===== src/rtl/sine_pkg.sv =====
// rtl/sine_pkg.sv - shared types, constants and fixed-point helpers for the sine/cosine Horner block
package sine_pkg;

  typedef enum logic [2:0] {IDLE, SQR, HORN, FIN, DONE} state_t;

  // Master constants are held in Q1.62 and rounded down to the wanted precision.
  localparam int Q_REF = 62;
  localparam logic signed [63:0] PI_HALF_Q62 = 64'sd7244019458077122842;

  function automatic logic signed [63:0] round_shift(input logic signed [63:0] v, input int sh);
    logic signed [63:0] mag;
    logic signed [63:0] half;
    if (sh <= 0) return v;
    half = 64'sd1 <<< (sh - 1);
    mag  = (v < 0) ? -v : v;
    mag  = (mag + half) >>> sh;
    return (v < 0) ? -mag : mag;
  endfunction

  function automatic logic signed [63:0] pi_half(input int xw);
    return round_shift(PI_HALF_Q62, Q_REF - (xw - 2));
  endfunction

  function automatic logic signed [63:0] coef(input logic mode, input logic [2:0] k, input int ifw);
    logic signed [63:0] mag;
    case ({mode, k})
      4'b0_000: mag = 64'sd4611686018427387904;
      4'b0_001: mag = 64'sd768614336404564651;
      4'b0_010: mag = 64'sd38430716820228233;
      4'b0_011: mag = 64'sd915017067148291;
      4'b0_100: mag = 64'sd12708570377060;
      4'b0_101: mag = 64'sd115532457973;
      4'b0_110: mag = 64'sd740592679;
      4'b0_111: mag = 64'sd3526632;
      4'b1_000: mag = 64'sd4611686018427387904;
      4'b1_001: mag = 64'sd2305843009213693952;
      4'b1_010: mag = 64'sd192153584101141163;
      4'b1_011: mag = 64'sd6405119470038039;
      4'b1_100: mag = 64'sd114377133393536;
      4'b1_101: mag = 64'sd1270857037706;
      4'b1_110: mag = 64'sd9627704831;
      4'b1_111: mag = 64'sd52899477;
      default:  mag = 64'sd0;
    endcase
    return round_shift(k[0] ? -mag : mag, Q_REF - ifw);
  endfunction

  function automatic logic signed [63:0] round_sat(input logic signed [63:0] y, input int ifw, input int xw);
    logic signed [63:0] r;
    logic signed [63:0] lim;
    r   = round_shift(y, ifw - (xw - 2));
    lim = 64'sd1 <<< (xw - 2);
    if (r > lim) r = lim;
    else if (r < -lim) r = -lim;
    return r;
  endfunction

endpackage


===== src/rtl/sine_fx_mul.sv =====
// rtl/sine_fx_mul.sv - combinational signed fixed-point multiply, product shifted right by IFW
module sine_fx_mul #(
  parameter int IW  = 34,
  parameter int IFW = 30
) (
  input  logic signed [IW-1:0] i_a,
  input  logic signed [IW-1:0] i_b,
  output logic signed [IW-1:0] o_p
);

  logic signed [2*IW-1:0] w_a;
  logic signed [2*IW-1:0] w_b;
  logic signed [2*IW-1:0] w_full;

  assign w_a    = (2*IW)'(i_a);
  assign w_b    = (2*IW)'(i_b);
  assign w_full = w_a * w_b;
  assign o_p    = IW'(w_full >>> IFW);

endmodule


===== src/rtl/sine_cosine_horner.sv =====
// rtl/sine_cosine_horner.sv - sin/cos via TERMS-deep Horner polynomial on one time-shared multiplier
module sine_cosine_horner
  import sine_pkg::*;
#(
  parameter int XW    = 16,
  parameter int IFW   = 30,
  parameter int TERMS = 5
) (
  input  logic          clk_i,
  input  logic          arst_n_i,
  input  logic [XW-1:0] arg_i,
  input  logic          mode_i,
  input  logic          arg_vld_i,
  output logic          arg_rdy_o,
  output logic [XW-1:0] res_o,
  output logic          res_vld_o,
  input  logic          res_rdy_i,
  output logic          range_err_o
);

  // Two extra integer bits of headroom keep x*x (up to ~4) from wrapping.
  localparam int IW = IFW + 4;
  localparam logic [XW:0] PI_HALF_Q = (XW+1)'(pi_half(XW));

  if (TERMS < 2 || TERMS > 8) begin : g_terms_check
    $error("sine_cosine_horner: TERMS must be in 2..8");
  end
  if (IFW <= XW - 2 || IFW > 60) begin : g_ifw_check
    $error("sine_cosine_horner: IFW must exceed XW-2 and be at most 60");
  end

  state_t r_state;
  state_t w_next;

  logic signed [IW-1:0] r_x;
  logic signed [IW-1:0] r_x2;
  logic signed [IW-1:0] r_p;
  logic [2:0]           r_k;
  logic                 r_mode;
  logic                 r_range;
  logic [XW-1:0]        r_res;
  logic                 r_res_vld;
  logic                 r_arg_rdy;

  logic                 w_accept;
  logic                 w_hs;
  logic                 w_ld_arg;
  logic                 w_ld_sqr;
  logic                 w_ld_horn;
  logic                 w_ld_fin;
  logic signed [IW-1:0] w_mul_a;
  logic signed [IW-1:0] w_mul_b;
  logic signed [IW-1:0] w_prod;
  logic signed [IW-1:0] w_coef;
  logic signed [IW-1:0] w_x_int;
  logic signed [IW-1:0] w_y;
  logic [2:0]           w_k_sel;
  logic signed [XW:0]   w_arg_ext;
  logic [XW:0]          w_arg_abs;
  logic                 w_arg_range;
  logic [XW-1:0]        w_res;

  assign w_accept = r_arg_rdy & arg_vld_i;
  assign w_hs     = r_res_vld & res_rdy_i;

  always_ff @(posedge clk_i or negedge arst_n_i) begin
    if (!arst_n_i) r_state <= IDLE;
    else           r_state <= w_next;
  end

  always_comb begin
    w_next = r_state;
    case (r_state)
      IDLE:    if (w_accept) w_next = SQR;
      SQR:     w_next = HORN;
      HORN:    if (r_k == 3'd0) w_next = FIN;
      FIN:     w_next = DONE;
      DONE:    if (w_hs) w_next = IDLE;
      default: w_next = IDLE;
    endcase
  end

  always_comb begin
    w_ld_arg  = 1'b0;
    w_ld_sqr  = 1'b0;
    w_ld_horn = 1'b0;
    w_ld_fin  = 1'b0;
    w_mul_a   = '0;
    w_mul_b   = '0;
    case (r_state)
      IDLE: w_ld_arg = w_accept;
      SQR: begin
        w_mul_a  = r_x;
        w_mul_b  = r_x;
        w_ld_sqr = 1'b1;
      end
      HORN: begin
        w_mul_a   = r_p;
        w_mul_b   = r_x2;
        w_ld_horn = 1'b1;
      end
      FIN: begin
        if (!r_mode) begin
          w_mul_a = r_x;
          w_mul_b = r_p;
        end
        w_ld_fin = 1'b1;
      end
      default: ;
    endcase
  end

  sine_fx_mul #(.IW(IW), .IFW(IFW)) u_mul (
    .i_a (w_mul_a),
    .i_b (w_mul_b),
    .o_p (w_prod)
  );

  assign w_k_sel     = (r_state == SQR) ? 3'(TERMS - 1) : r_k;
  assign w_coef      = IW'(coef(r_mode, w_k_sel, IFW));
  assign w_x_int     = IW'($signed(arg_i)) <<< (IFW - (XW - 2));
  assign w_arg_ext   = (XW+1)'($signed(arg_i));
  assign w_arg_abs   = arg_i[XW-1] ? (XW+1)'(-w_arg_ext) : (XW+1)'(w_arg_ext);
  assign w_arg_range = w_arg_abs > PI_HALF_Q;
  assign w_y         = r_mode ? r_p : w_prod;
  assign w_res       = XW'(round_sat(64'(w_y), IFW, XW));

  always_ff @(posedge clk_i or negedge arst_n_i) begin
    if (!arst_n_i) begin
      r_x       <= '0;
      r_x2      <= '0;
      r_p       <= '0;
      r_k       <= '0;
      r_mode    <= 1'b0;
      r_range   <= 1'b0;
      r_res     <= '0;
      r_res_vld <= 1'b0;
      r_arg_rdy <= 1'b0;
    end else begin
      if (w_ld_arg) begin
        r_x     <= w_x_int;
        r_mode  <= mode_i;
        r_range <= w_arg_range;
      end
      if (w_ld_sqr) begin
        r_x2 <= w_prod;
        r_p  <= w_coef;
        r_k  <= 3'(TERMS - 2);
      end
      if (w_ld_horn) begin
        r_p <= w_prod + w_coef;
        r_k <= r_k - 3'd1;
      end
      if (w_ld_fin) r_res <= w_res;
      // The first DONE cycle is a settle cycle; valid rises on the next edge.
      r_res_vld <= (r_state == DONE) && !w_hs;
      r_arg_rdy <= (w_next == IDLE);
    end
  end

  assign arg_rdy_o   = r_arg_rdy;
  assign res_o       = r_res;
  assign res_vld_o   = r_res_vld;
  assign range_err_o = r_range;

endmodule


===== config.mk =====
export PLATFORM = sky130hd
export DESIGN_NAME = sine_cosine_horner
export DESIGN_NICKNAME = d
export VERILOG_FILES = /design/src/rtl/sine_pkg.sv /design/src/rtl/sine_fx_mul.sv /design/src/rtl/sine_cosine_horner.sv
export SDC_FILE = /design/constraint.sdc
export NUM_CORES = 2
export LEC_CHECK = 0
export BUFFER_PORTS_ARGS = -buffer_cell sky130_fd_sc_hd__buf_2
export CORE_MARGIN = 10
export CORE_UTILIZATION = 50
export DETAILED_ROUTE_END_ITERATION = 12
export HOLD_SLACK_MARGIN = 0.15
export PLACE_DENSITY = 0.65
export SETUP_SLACK_MARGIN = 0.02
export SYNTH_ARGS = -nofsm -noshare
export SYNTH_HDL_FRONTEND = slang
export SYNTH_HIERARCHICAL = 1
export SYNTH_SLANG_ARGS = --single-unit

===== constraint.sdc =====
create_clock -name clk_i -period 48.3 [get_ports clk_i]
set_clock_uncertainty 0.05 [all_clocks]
set_input_delay 4.83 -clock clk_i [delete_from_list [all_inputs] [get_ports clk_i]]
set_output_delay 4.83 -clock clk_i [all_outputs]
set_load 0.005 [all_outputs]

# ---- Word-level counts from Yosys, hierarchy flattened
# Memories as Yosys holds them, arrays and structs flattened.
# Index checks and enable logic that the tools add are counted.
# W data, S select, Z words.
dict set report totals {
  register_bits 110
  input_bits 21
  mem_bits_ro 912
  ram_bits 0
  output_inout_bits 19
  latch_bits 0
  mem_count 1
}
# name words width rd rd_ports_with_merged_regs wr line_no
set memory_table {}
lappend memory_table {{(name not given)} 16 57 1 0 0 sine_pkg.sv:26} ;# case ({mode, k})
dict set report classes {
  muxes 26
  magnitude_cmp 5
  shifts 0
  mul 1
  n_reduce_logical 6
  n_eq_ne 4
  bitwise_logic 2
  n_div 0
  n_addsub 10
}
# operator count
set op_table {}
lappend op_table {{$mux W64} 4}
lappend op_table {{$mux W34} 6}
lappend op_table {{$pmux W34 S3} 2}
lappend op_table {{$neg A64 Y64} 2}
lappend op_table {{$add A64 B17 Y64 const B} 1}
lappend op_table {{$add A64 B33 Y64 const B} 1}
lappend op_table {{$gt A64 B16 Y1 const B} 1}
lappend op_table {{$lt A64 B1 Y1 const B} 1}
lappend op_table {{$lt A64 B15 Y1 const B} 1}
lappend op_table {{$mul A34 B34 Y64} 1}
lappend op_table {{$neg A34 Y64} 1}
lappend op_table {{$neg A48 Y64} 1}
lappend op_table {{$add A34 B34 Y34} 1}
lappend op_table {{$lt A34 B1 Y1 const B} 1}
lappend op_table {{$neg A32 Y34} 1}
lappend op_table {{$mux W16} 2}
lappend op_table {{$mux W3} 6}
lappend op_table {{$gt A17 B15 Y1 const B} 1}
lappend op_table {{$mux W17} 1}
lappend op_table {{$neg A16 Y17} 1}
lappend op_table {{$pmux W3 S5} 1}
lappend op_table {{$logic_not A3 Y1} 3}
lappend op_table {{$eq A3 B2 Y1 const B} 2}
lappend op_table {{$mux W1} 4}
lappend op_table {{7 further kinds} 8}

# ---- Longest topological paths before layout
dict set report logic_depth {
  ltp_word 12
  ltp_mapped 63
  mapped_depth_nobuf 50
}

# ---- Cells and area by module
# Netlist, hierarchy kept.
# module n_inst area_each_um2 seq_area_each_um2 cells_each
set by_module_without_submodules {}
lappend by_module_without_submodules {sine_fx_mul 1 39634.3 0.0 4305}
lappend by_module_without_submodules {sine_cosine_horner 1 11015.6 2752.6 1413}

# ---- Least setup slack after synthesis
# No wires, ideal clock.
dict set report synth_path {
  path_type {flip-flop to flip-flop}
  start {reg r_mode}
  end {reg r_res[11] (netlist: res_o[11])}
  stages_incl_launch_ff 60
  n_path_buf 15
  setup_slack_ps 33023
  synth_period_minus_slack_ps 15277
  arrival_time_ps 15105
  setup_time_ps 121
  cell_sequence {dfrtp_1 > buf_6 > buf_4 > buf_2 > buf_2 > buf_2 > buf_2 > buf_1 > buf_1 > nor2_1 > clkbuf_1 > a22o_1 > clkbuf_1 > nand2_1 > inv_1 > fa_1 > fa_1 > inv_1 > (+24 left out) > a21oi_1 > xnor2_1 > ha_1 > xnor2_1 > or3_1 > and2_1 > ha_1 > inv_1 > a2111oi_2 > o21ai_0 > nor4b_1 > mux2_2 > xnor2_1 > a41oi_1 > o32ai_2 > and2_1 > buf_4 > a32o_2}
}
dict set report synth_via {
  elab_chain_len 12
}
# item line_no
set synth_rtl {}
lappend synth_rtl {{start: declaration} sine_cosine_horner.sv:39} ;# logic r_mode;
lappend synth_rtl {{start signal: assignment} sine_cosine_horner.sv:142} ;# r_mode <= mode_i;
lappend synth_rtl {{$mux W34 *} sine_cosine_horner.sv:103} ;# if (!r_mode) begin
lappend synth_rtl {{$pmux W34 S3 *} sine_cosine_horner.sv:90} ;# case (r_state)
lappend synth_rtl {{named net w_mul_b[7]} sine_cosine_horner.sv:52} ;# logic signed [IW-1:0] w_mul_b;
lappend synth_rtl {{$mul A34 B34 Y64 *} sine_fx_mul.sv:17} ;# assign w_full = w_a * w_b;
lappend synth_rtl {{named net w_prod[33]} sine_cosine_horner.sv:53} ;# logic signed [IW-1:0] w_prod;
lappend synth_rtl {{$mux W34 *} sine_cosine_horner.sv:125} ;# assign w_y = r_mode ? r_p : w_prod;
lappend synth_rtl {{$neg A34 Y64 / $lt A34 B1 Y1 (equally long branches)} {sine_pkg.sv:15, sine_pkg.sv:17}}
lappend synth_rtl {{$mux W64} sine_pkg.sv:15} ;# mag = (v < 0) ? -v : v;
lappend synth_rtl {{$add A64 B17 Y64} sine_pkg.sv:16} ;# mag = (mag + half) >>> sh;
lappend synth_rtl {{$neg A48 Y64} sine_pkg.sv:17} ;# return (v < 0) ? -mag : mag;
lappend synth_rtl {{$mux W64 *} sine_pkg.sv:17}
lappend synth_rtl {{$lt A64 B15 Y1} sine_pkg.sv:54} ;# else if (r < -lim) r = -lim;
lappend synth_rtl {{$mux W16} sine_pkg.sv:54}
lappend synth_rtl {{$mux W16 *} sine_pkg.sv:53} ;# if (r > lim) r = lim;
lappend synth_rtl {{end signal: assignment} sine_cosine_horner.sv:154} ;# if (w_ld_fin) r_res <= w_res;
lappend synth_rtl {{end: declaration} sine_cosine_horner.sv:41} ;# logic [XW-1:0] r_res;
# The timed path passes the listed nets; every way through them passes the cells marked *.
# A chain may end at the register's enable or synchronous reset.

# ---- Final worst setup path
dict set report layout_path {
  start {reg r_state[2]}
  end {reg r_res[11] (netlist: res_o[11])}
}
dict set report layout_via {
  elab_chain_len 12
}
# item line_no
set layout_rtl {}
lappend layout_rtl {{start: declaration} sine_cosine_horner.sv:32} ;# state_t r_state;
lappend layout_rtl {{start signal: assignment} sine_cosine_horner.sv:68} ;# else r_state <= w_next;
lappend layout_rtl {{$eq A3 B2 Y1 / $eq A3 B1 Y1 (equally long branches)} sine_cosine_horner.sv:90}
lappend layout_rtl {{$pmux W34 S3 *} sine_cosine_horner.sv:90}
lappend layout_rtl {{named net w_mul_a[20]} sine_cosine_horner.sv:51} ;# logic signed [IW-1:0] w_mul_a;
lappend layout_rtl {{$mul A34 B34 Y64 *} sine_fx_mul.sv:17}
lappend layout_rtl {{named net w_prod[14]} sine_cosine_horner.sv:53}
lappend layout_rtl {{$mux W34 *} sine_cosine_horner.sv:125}
lappend layout_rtl {{$neg A34 Y64 / $lt A34 B1 Y1 (equally long branches)} {sine_pkg.sv:15, sine_pkg.sv:17}}
lappend layout_rtl {{$mux W64} sine_pkg.sv:15}
lappend layout_rtl {{$add A64 B17 Y64} sine_pkg.sv:16}
lappend layout_rtl {{$neg A48 Y64} sine_pkg.sv:17}
lappend layout_rtl {{$mux W64 *} sine_pkg.sv:17}
lappend layout_rtl {{$lt A64 B15 Y1} sine_pkg.sv:54}
lappend layout_rtl {{$mux W16} sine_pkg.sv:54}
lappend layout_rtl {{$mux W16 *} sine_pkg.sv:53}
# Marks and branches as above.

==> results.cfg <==
[critical_path]
max_stage_delay_ps = 810
critPathSlowestCell = nor2_1
path_buf_inv = 7
worstSetupPathDepth = 47
path_class = flop to flop
endpoint_kind = flop
worstReg2RegEnd = res_o[11]$_DFFE_PN0P_
critPathMaxFanout = 57
cpMostUsedCell = fa_1
path_delay_family = compound AO/OA/AOI/OAI gates
startpoint_type = flop
cp.required_ps = 48570
r2r-start = r_state[2]$_DFF_PN0_
r2r_slack_ps = 32160
cp_data_arrival_time_ps = 16410
worst_r2r_path_depth = 47

[finish]
layout_commonest_cell = inv_1
synthToLayoutAreaGrowth_pct = 3.382
seqCellArea_um2 = 2756
finalNetCount = 7010
layout-drive-gt1-share_pct = 4.138
fin_util_pct = 52.21
fill_cells = 9415
multi_input_area_um2 = 41970
final_cell_mix = 1269 x inv_1, 1192 x fa_1, 794 x nand2_1

[yosys]
synth_edf_count = 0
synth.avg_cell_area_um2 = 8.858
syn_area_um2 = 50650
synth_seq_area_share_pct = 5.435
yosysWarnings = 6
synthCells = 5718
syn_nets = 7175
yosysTopAreaCell = fa_1
synth.top_cell.area_share_pct = 47.11
synth-seq-cells = 110
synth_cell_types = 101
synth_top_flop_cell = dfrtp_1
synthArstFlopShare_pct = 100.0
ys_top_cells_by_area = fa_1 47%, inv_1 9.5%, and2_1 7.5%

[place]
place.detailed.hpwl_um = 108300
port_buffers = 39
gp_congestion = 0.9220

[clock_network]
clk_pin_slew_ps = 90
post_cts_buffers = 0
cts_tree = done
root_buffer = clkbuf_16
clk_latency_ps = 380
cts.sinks = 110
cts_buffer_depth = 2
htreeDepth = 3
hold_buffers = 0
cts_resized = 0
numCtsBuffers = 9

[timing]
maxSlewHeadroom_pct = 9.439
setup_violations = 0
hold_viol_final = 0
grt_setup_unrepaired = false
min_period_ps = 16140
tns_ps = 0
fmax_ghz = 0.06196
drv_slew = 0
tightest_slew_ps = 1358
period_share_pct = 33.42

[grt]
grtUsageTotal_pct = 26.07
grt_pass1_wl_um = 237300
antenna_found_initial = 5
overflow = 0
grt_pass1_vias = 41820
grt_max_degree = 78

[worst_hold_path]
hold_path_startpoint = res_o[2]$_DFFE_PN0P_
worst_hold_path_type = flop to flop
holdPathEnd = res_o[2]$_DFFE_PN0P_
holdPathStages = 2

[route]
ant_nets = 0
drt_iter0_drc = 2875
wire_per_inst_um = 21.32
via_per_inst = 5.626
dr.pass1.iters = 7
drt_wl_total_um = 147500
drc = 0
vias = 38920

[die]
die_y_um = 338.3
die_x_um = 338.3
core-area_um2 = 100300
initial_core_util_pct = 50.50
ios = 40
die-area_um2 = 114400
row_count = 116

[status]
outcome = finished clean

[job]
max-cap-violations = 0
[cell families (layout without fill, tap and decap cells)]
kind of cell / count (synthesis) / after routing / share of synthesized area (%)
compound gates: 560 / 560 / 7.868
xor+xnor: 152 / 152 / 2.628
fa+ha+maj: 1439 / 1439 / 53.20
buf+inv: 1574 / 1414 / 11.75
flops: 110 / 110 / 5.435
mux: 60 / 60 / 1.260
other cells: 0 / 3 / 0
simple gates: 1823 / 1823 / 17.86
[final cells by class]
class | instances | share of cell area, %
Clock inverter | 7 | 0.1935
Multi-Input combinational cell | 4034 | 80.16
Inverter | 1278 | 9.161
Sequential cell | 110 | 5.264
Timing Repair Buffer | 120 | 1.539
Clock buffer | 9 | 0.4301
Tap cell | 1357 | 3.243
Antenna cell | 3 | 0.01434
[synthesized netlist by cell type (all sizes together), types with 40 or more instances]
library cell  number
a21o              49
a21oi            133
a22o              42
and2             608
clkbuf           262
dfrtp            110
fa              1192
ha               244
inv             1276
nand2            795
nand3             52
nor2             142
nor3              58
o21ai             95
xnor2            112
xor2              40
[sequential cells by signal, summed over array words and instances (netlist names)]
signal / count
r_state: 3
range_err_o: 1
r_x2: 34
r_mode: 1
r_k: 3
r_p: 34
r_x: 16
res_vld_o: 1
res_o: 16
arg_rdy_o: 1
[routing by layer]
layer	wire length (µm)	vias to the layer above	share of wire (%)	GRT usage (%)
met1	58110	20160	39	33.68
met2	72960	1565	49	44.94
met5	0	-	0	0
met4	6347	0	4.3	9.171
li1	-	16830	-	-
met3	10110	361	6.9	3.066
[worst max path at each step]
stage / from / to / slack [ps]
2_1_floorplan: r_mode$_DFFE_PN0P_ / res_o[11]$_DFFE_PN0P_ / 33020
3_3_place_gp: r_state[1]$_DFF_PN0_ / res_o[11]$_DFFE_PN0P_ / 32840
3_5_place_dp: r_state[2]$_DFF_PN0_ / res_o[11]$_DFFE_PN0P_ / 32460
4_1_cts: r_state[2]$_DFF_PN0_ / res_o[11]$_DFFE_PN0P_ / 32360
5_1_grt: r_state[2]$_DFF_PN0_ / res_o[11]$_DFFE_PN0P_ / 31150
6_report: r_state[2]$_DFF_PN0_ / res_o[11]$_DFFE_PN0P_ / 32160
[metrics by stage]
step	setup slack (ps)	instances	hold WS, ps	area, µm²
after detailed placement	32460	6899	410.6	52030
final	32160	6918	432.8	52360
after global routing	31150	6915	454.1	52360
after global placement	32840	6899	407.2	52030
after floorplan	33020	5718	396.2	50650
after CTS	32360	6915	434.1	52360
[worst min-delay path, stage by stage, from the launching register on]
cell     delay (ps)
dfrtp_1         360
nand2_1          50
nand2_1          50
Power is not shown: default switching activity piles up to over one toggle a cycle in this logic, so the estimate is an artifact.
